[src/rtl/muldiv_unit.sv]
// Iterative MULT/MULTU/DIV/DIVU unit with private HI/LO registers.
// Shift-add multiply and restoring divide, one bit per cycle, followed by a sign-fix cycle.
module muldiv_unit #(
    parameter int unsigned WIDTH = 32
) (
    input  logic             clk,
    input  logic             clr,
    input  logic             start,
    input  logic [1:0]       op,
    input  logic [WIDTH-1:0] i_A,
    input  logic [WIDTH-1:0] i_B,
    input  logic             s_mthi,
    input  logic             s_mtlo,
    output logic             busy,
    output logic             done,
    output logic [WIDTH-1:0] o_hi,
    output logic [WIDTH-1:0] o_lo
);

    localparam int unsigned CntW = (WIDTH > 1) ? $clog2(WIDTH) : 1;

    typedef enum logic [1:0] {StIdle, StRun, StFix} state_e;

    state_e               state_q, state_d;
    logic [CntW-1:0]      cnt_q;
    logic                 is_div_q, neg_lo_q, neg_hi_q, div_zero_q, done_q;
    logic [WIDTH-1:0]     opnd_q, hi_q, lo_q;
    logic [2*WIDTH-1:0]   work_q;

    logic                 sign_a, sign_b, last;
    logic [WIDTH-1:0]     abs_a, abs_b;
    logic [WIDTH:0]       mul_sum, div_shift, div_diff;
    logic                 div_ge;
    logic [2*WIDTH-1:0]   mul_next, div_next, prod;
    logic [WIDTH-1:0]     quo, rem, fix_hi, fix_lo;

    assign sign_a = op[0] & i_A[WIDTH-1];
    assign sign_b = op[0] & i_B[WIDTH-1];
    assign abs_a  = sign_a ? -i_A : i_A;
    assign abs_b  = sign_b ? -i_B : i_B;
    assign last   = (cnt_q == CntW'(WIDTH - 1));

    // Multiply: work = {partial sum, remaining multiplier bits}; divide: work = {remainder, dividend/quotient}.
    always_comb begin
        mul_sum   = {1'b0, work_q[2*WIDTH-1:WIDTH]} + (work_q[0] ? {1'b0, opnd_q} : '0);
        mul_next  = {mul_sum, work_q[WIDTH-1:1]};
        div_shift = {work_q[2*WIDTH-1:WIDTH], work_q[WIDTH-1]};
        div_ge    = (div_shift >= {1'b0, opnd_q});
        div_diff  = div_shift - {1'b0, opnd_q};
        div_next  = {(div_ge ? div_diff[WIDTH-1:0] : div_shift[WIDTH-1:0]),
                     work_q[WIDTH-2:0], div_ge};
    end

    always_comb begin
        prod = neg_lo_q ? -work_q : work_q;
        quo  = work_q[WIDTH-1:0];
        rem  = work_q[2*WIDTH-1:WIDTH];
        if (is_div_q) begin
            fix_lo = div_zero_q ? '1 : (neg_lo_q ? -quo : quo);
            fix_hi = neg_hi_q ? -rem : rem;
        end else begin
            fix_lo = prod[WIDTH-1:0];
            fix_hi = prod[2*WIDTH-1:WIDTH];
        end
    end

    always_ff @(posedge clk or negedge clr) begin
        if (!clr) begin
            state_q <= StIdle;
        end else begin
            state_q <= state_d;
        end
    end

    always_comb begin
        state_d = state_q;
        unique case (state_q)
            StIdle:  if (start) state_d = StRun;
            StRun:   if (last) state_d = StFix;
            StFix:   state_d = StIdle;
            default: state_d = StIdle;
        endcase
    end

    always_comb begin
        busy = (state_q != StIdle);
        done = done_q;
        o_hi = hi_q;
        o_lo = lo_q;
    end

    always_ff @(posedge clk or negedge clr) begin
        if (!clr) begin
            cnt_q      <= '0;
            is_div_q   <= 1'b0;
            neg_lo_q   <= 1'b0;
            neg_hi_q   <= 1'b0;
            div_zero_q <= 1'b0;
            done_q     <= 1'b0;
            opnd_q     <= '0;
            work_q     <= '0;
            hi_q       <= '0;
            lo_q       <= '0;
        end else begin
            done_q <= 1'b0;
            unique case (state_q)
                StIdle: begin
                    if (start) begin
                        cnt_q      <= '0;
                        is_div_q   <= op[1];
                        div_zero_q <= (i_B == '0);
                        opnd_q     <= op[1] ? abs_b : abs_a;
                        work_q     <= {{WIDTH{1'b0}}, (op[1] ? abs_a : abs_b)};
                        // Zero divisor keeps the quotient unsigned so LO stays all ones.
                        neg_lo_q   <= (sign_a ^ sign_b) & ~(op[1] & (i_B == '0));
                        neg_hi_q   <= op[1] ? sign_a : (sign_a ^ sign_b);
                    end else begin
                        if (s_mthi) hi_q <= i_A;
                        if (s_mtlo) lo_q <= i_A;
                    end
                end
                StRun: begin
                    cnt_q  <= cnt_q + CntW'(1);
                    work_q <= is_div_q ? div_next : mul_next;
                end
                StFix: begin
                    hi_q   <= fix_hi;
                    lo_q   <= fix_lo;
                    done_q <= 1'b1;
                end
                default: ;
            endcase
        end
    end

endmodule

[config.mk]
export PLATFORM = sky130hd
export DESIGN_NAME = muldiv_unit
export DESIGN_NICKNAME = d
export VERILOG_FILES = /design/src/rtl/muldiv_unit.sv
export SDC_FILE = /design/constraint.sdc
export NUM_CORES = 1
export LEC_CHECK = 0
export ABC_CLOCK_PERIOD_IN_PS = 4400
export CORE_ASPECT_RATIO = 2
export CORE_MARGIN = 3
export CORE_UTILIZATION = 45
export DETAILED_ROUTE_END_ITERATION = 10
export GPL_TIMING_DRIVEN = 0
export HOLD_SLACK_MARGIN = 0.06
export PLACE_DENSITY_LB_ADDON = 0.15
export SYNTH_ARGS = -nofsm -noshare
export SYNTH_HDL_FRONTEND = slang
export SYNTH_SLANG_ARGS = --single-unit
[constraint.sdc]
create_clock -name clk -period 4.4 [get_ports clk]
set_input_delay 0.66 -clock clk [delete_from_list [all_inputs] [get_ports clk]]
set_output_delay 0.66 -clock clk [all_outputs]
set_load 0.01 [all_outputs]
==> flow_summary.ini, run 1 <==
[pwr]
power.leakage_uw = 0.00705
peakVddDrop_mv = 0.573
powerDensity_nw_per_um2 = 930

[critical_path]
path_class = reg -> reg
worstPathArrival_ps = 4630
slowest_stage = dfrtp_1
path_cells = clkinvlp_4, buf_4, clkbuf_1, nor2_1, ha_1, a21o_1, a21oi_1, nor2_1, o32a_1, a221o_1, a21oi_1, xnor2_1, nor2_1, o31ai_1
cp.required_ps = 4780
cp-start-kind = register
cp_slowest_stage_delay_ps = 610
worstSetupEndpointType = register
crit_top_cell = nor2_1
crit_path_max_fanout = 10

[synth]
synth_cell_types = 87
syn_area_per_cell_um2 = 7.99
synth_seq_cells = 172
yosys-top-cells-area = dfrtp_1, a21oi_1, xor2_1
yosys_warnings = 0
synth_largest_area_cell = dfrtp_1
yosys.area_share.adder = 0.0605
synthArstFlopShare = 1.00
seq_area_frac_synth = 0.284
syn_nets = 2038
synth-compound-area-share = 0.271
synth_edf_count = 0
synth_top_family_by_area = compound AO/OA/AOI/OAI gates
netlist_instances = 1895
muxShareOfSynthArea = 0.0587
synth_top_area_share = 0.284
yosys.area_share.simple = 0.181
synth_ff_type = dfrtp_1
synth-xor-area-share = 0.0966
syn_area_um2 = 15100

[sta]
clock_skew_ps = 12.0
fin_crit_ps = 4250
fin_crit_sh = 0.965
worst_pin_slew_ps = 1040
setup_slack_ps = 154
slew_headroom = 0.304
finalSetupViolations = 0
fmax_mhz = 236
hold_ws_ps = 137
maxSlewViolCount = 0
tns_ps = 0
hold_viol_final = 0
rsz0062_at_grt = false

[detailed_routing]
ant_nets = 0
wl_per_cell_um = 29.1
postRouteWirelength_mm = 72.5
drc = 0
vias_per_cell = 6.56
dr.first_iter.drc_count = 1349
drtPass1Iterations = 8
vias = 16364

[global_routing]
grt_usage = 0.395
grt_max_degree = 111
globalRouteOverflowTotal = 0
grt_pass1_vias = 16147
antenna_found_initial = 0
grt_pass1_wl_mm = 104

[floorplanning]
die_x_um = 136
rows = 94
die_y_um = 265
fp.dieArea_um2 = 36000
start_util = 0.458
core_area_um2 = 33000
io_pins = 137

[clocking]
clk_latency_ps = 460
cts_buffer_depth = 2
clk_transition_reported_paths_ps = 70
cts-buffers-inserted = 17
numClockSinks = 172
cts_root_buf = clkbuf_16
hold_buffers = 0
cts_tree = built
cts_max_level = 4

[layout]
final_core_util = 0.533
nets = 2191
layout-drive-gt1-share = 0.0417
multiInputGateArea_um2 = 10100
syn_to_final_growth_pct = 16.3
n_fill_cell = 3315
final-seq-area_um2 = 4300

[placed_design]
gp_congestion = 1.03
portBuffers = 132
dp_hpwl_mm = 58.1
dp_slack_ps = -101

[hold_path]
worstHoldPathType = in -> async

[run_status]
outcome = finished clean

[job]
drv_cap = 0
## cells in the mapped netlist, drive strengths merged, types with 10 or more instances
master	number
a21oi	190
nand2	178
dfrtp	172
nor2	170
o21ai	170
xor2	101
clkbuf	99
mux2i	82
ha	70
xnor2	66
inv	59
a211oi	50
nand3	34
a221o	33
nor3	33
o211ai	32
or3	28
o31ai	26
a21o	24
a31oi	24
or4	20
buf	19
nor2b	18
nand2b	15
nor4	14
o21a	13
and2	12
a22oi	10
or2	10
## worst paths after layout
kind                       depth (start not counted)       from  slack (ps)    endpoint
max reg2reg                                       14  work_q[0]         150  work_q[60]
min                                                1        clr         140    o_lo[11]
min reg2reg                                        2  opnd_q[5]         490   opnd_q[5]
max in group asynchronous                          2        clr        3290    cnt_q[1]
min in group clk                                   2  opnd_q[5]         490   opnd_q[5]
max                                               14  work_q[0]         150  work_q[60]
## cells in the final DEF (no fill, tap or decap), drive strengths merged, types with 9 or more instances in the layout
cell type,count
o21ai,170
buf,23
o211ai,32
nor4,14
o21bai,9
or3,28
a21o,24
and3,9
dfrtp,172
and2,12
nand2,178
nor3,33
or4,20
nor2,170
nand3,34
a22oi,10
xor2,101
nor2b,18
ha,70
xnor2,66
a211oi,50
o21a,13
clkdlybuf4s50,131
a21oi,190
a221o,33
or2,10
nand2b,15
mux2i,82
o31ai,26
a31oi,24
inv,64
nand4,9
clkbuf,116
## sequential cells by signal, summed over array words and instances (netlist names)
name and count:
opnd_q 32, div_zero_q 1, is_div_q 1, neg_hi_q 1, neg_lo_q 1, cnt_q 5, state_q 2, o_lo 32
o_hi 32, work_q 64, done 1
## layer usage
layer  track usage  up-vias  share of wire
li1              -     7254              -
met1         0.367     7856           0.31
met2         0.700      862           0.51
met3        0.0717      392          0.059
met4         0.382        0           0.12
met5             0        -              0
## final cells by class
cell class | instances | share of cell area
sequential | 172 | 0.245
tap | 432 | 0.0307
clock inverter | 13 | 0.00611
timing repair buffer | 135 | 0.0778
clock buffer | 18 | 0.0250
buffer | 119 | 0.0289
inverter | 59 | 0.0128
antenna | 1 | 0.000142
multi-input combinational | 1544 | 0.574
## logic make-up after synthesis
group	after synthesis
AO/OA/AOI/OAI	644
AND/OR/NAND/NOR	573
flip-flops	172
multiplexers	88
adder cells (fa/ha/maj)	72
XOR/XNOR	167
buffers and inverters	179
## power breakdown
part / leakage [uW] / total (uW) / switching [uW] / internal [uW]
Clock: 0.000267 / 1490 / 741 / 747
Combinational: 0.00473 / 11300 / 6890 / 4400
Sequential: 0.00205 / 3600 / 1220 / 2380
Total: 0.00705 / 16400 / 8850 / 7530
## critical path, delay by kind of cell (launching register included)
kind / cells / cell delay (ps)
flip-flops: 1 / 610
adder cells (fa/ha/maj): 1 / 290
XOR/XNOR: 1 / 410
buffers and inverters: 3 / 770
AND/OR/NAND/NOR: 3 / 370
AO/OA/AOI/OAI: 6 / 1700
## repair_timing
item,4_1_cts,5_1_grt
setup endpoints to repair,4,20
resized for setup,2,7
buffers inserted,0,2
## metrics by stage
| stage | instance area, um2 | power, uW | instances |
|---|---|---|---|
| floorplan | 15100 | 10300 | 1895 |
| global placement | 17000 | 14300 | 2459 |
| detailed placement | 17000 | 14500 | 2460 |
| CTS | 17600 | 16000 | 2491 |
| global route | 17600 | 17200 | 2492 |
| finish | 17600 | 16400 | 2493 |
(Power assumes the default switching activity.)
==> inputs of run 2 (changes only) <==
ABC_CLOCK_PERIOD_IN_PS = default   (was 4400)
==> results of run 2 <==
Same layout as run 1: the final DEF is identical, and so are final timing and power.
==> inputs of run 3 (changes only) <==
HOLD_SLACK_MARGIN = default   (was 0.06)
==> results of run 3 <==
Same layout as run 1: the final DEF is identical, and so are final timing and power.
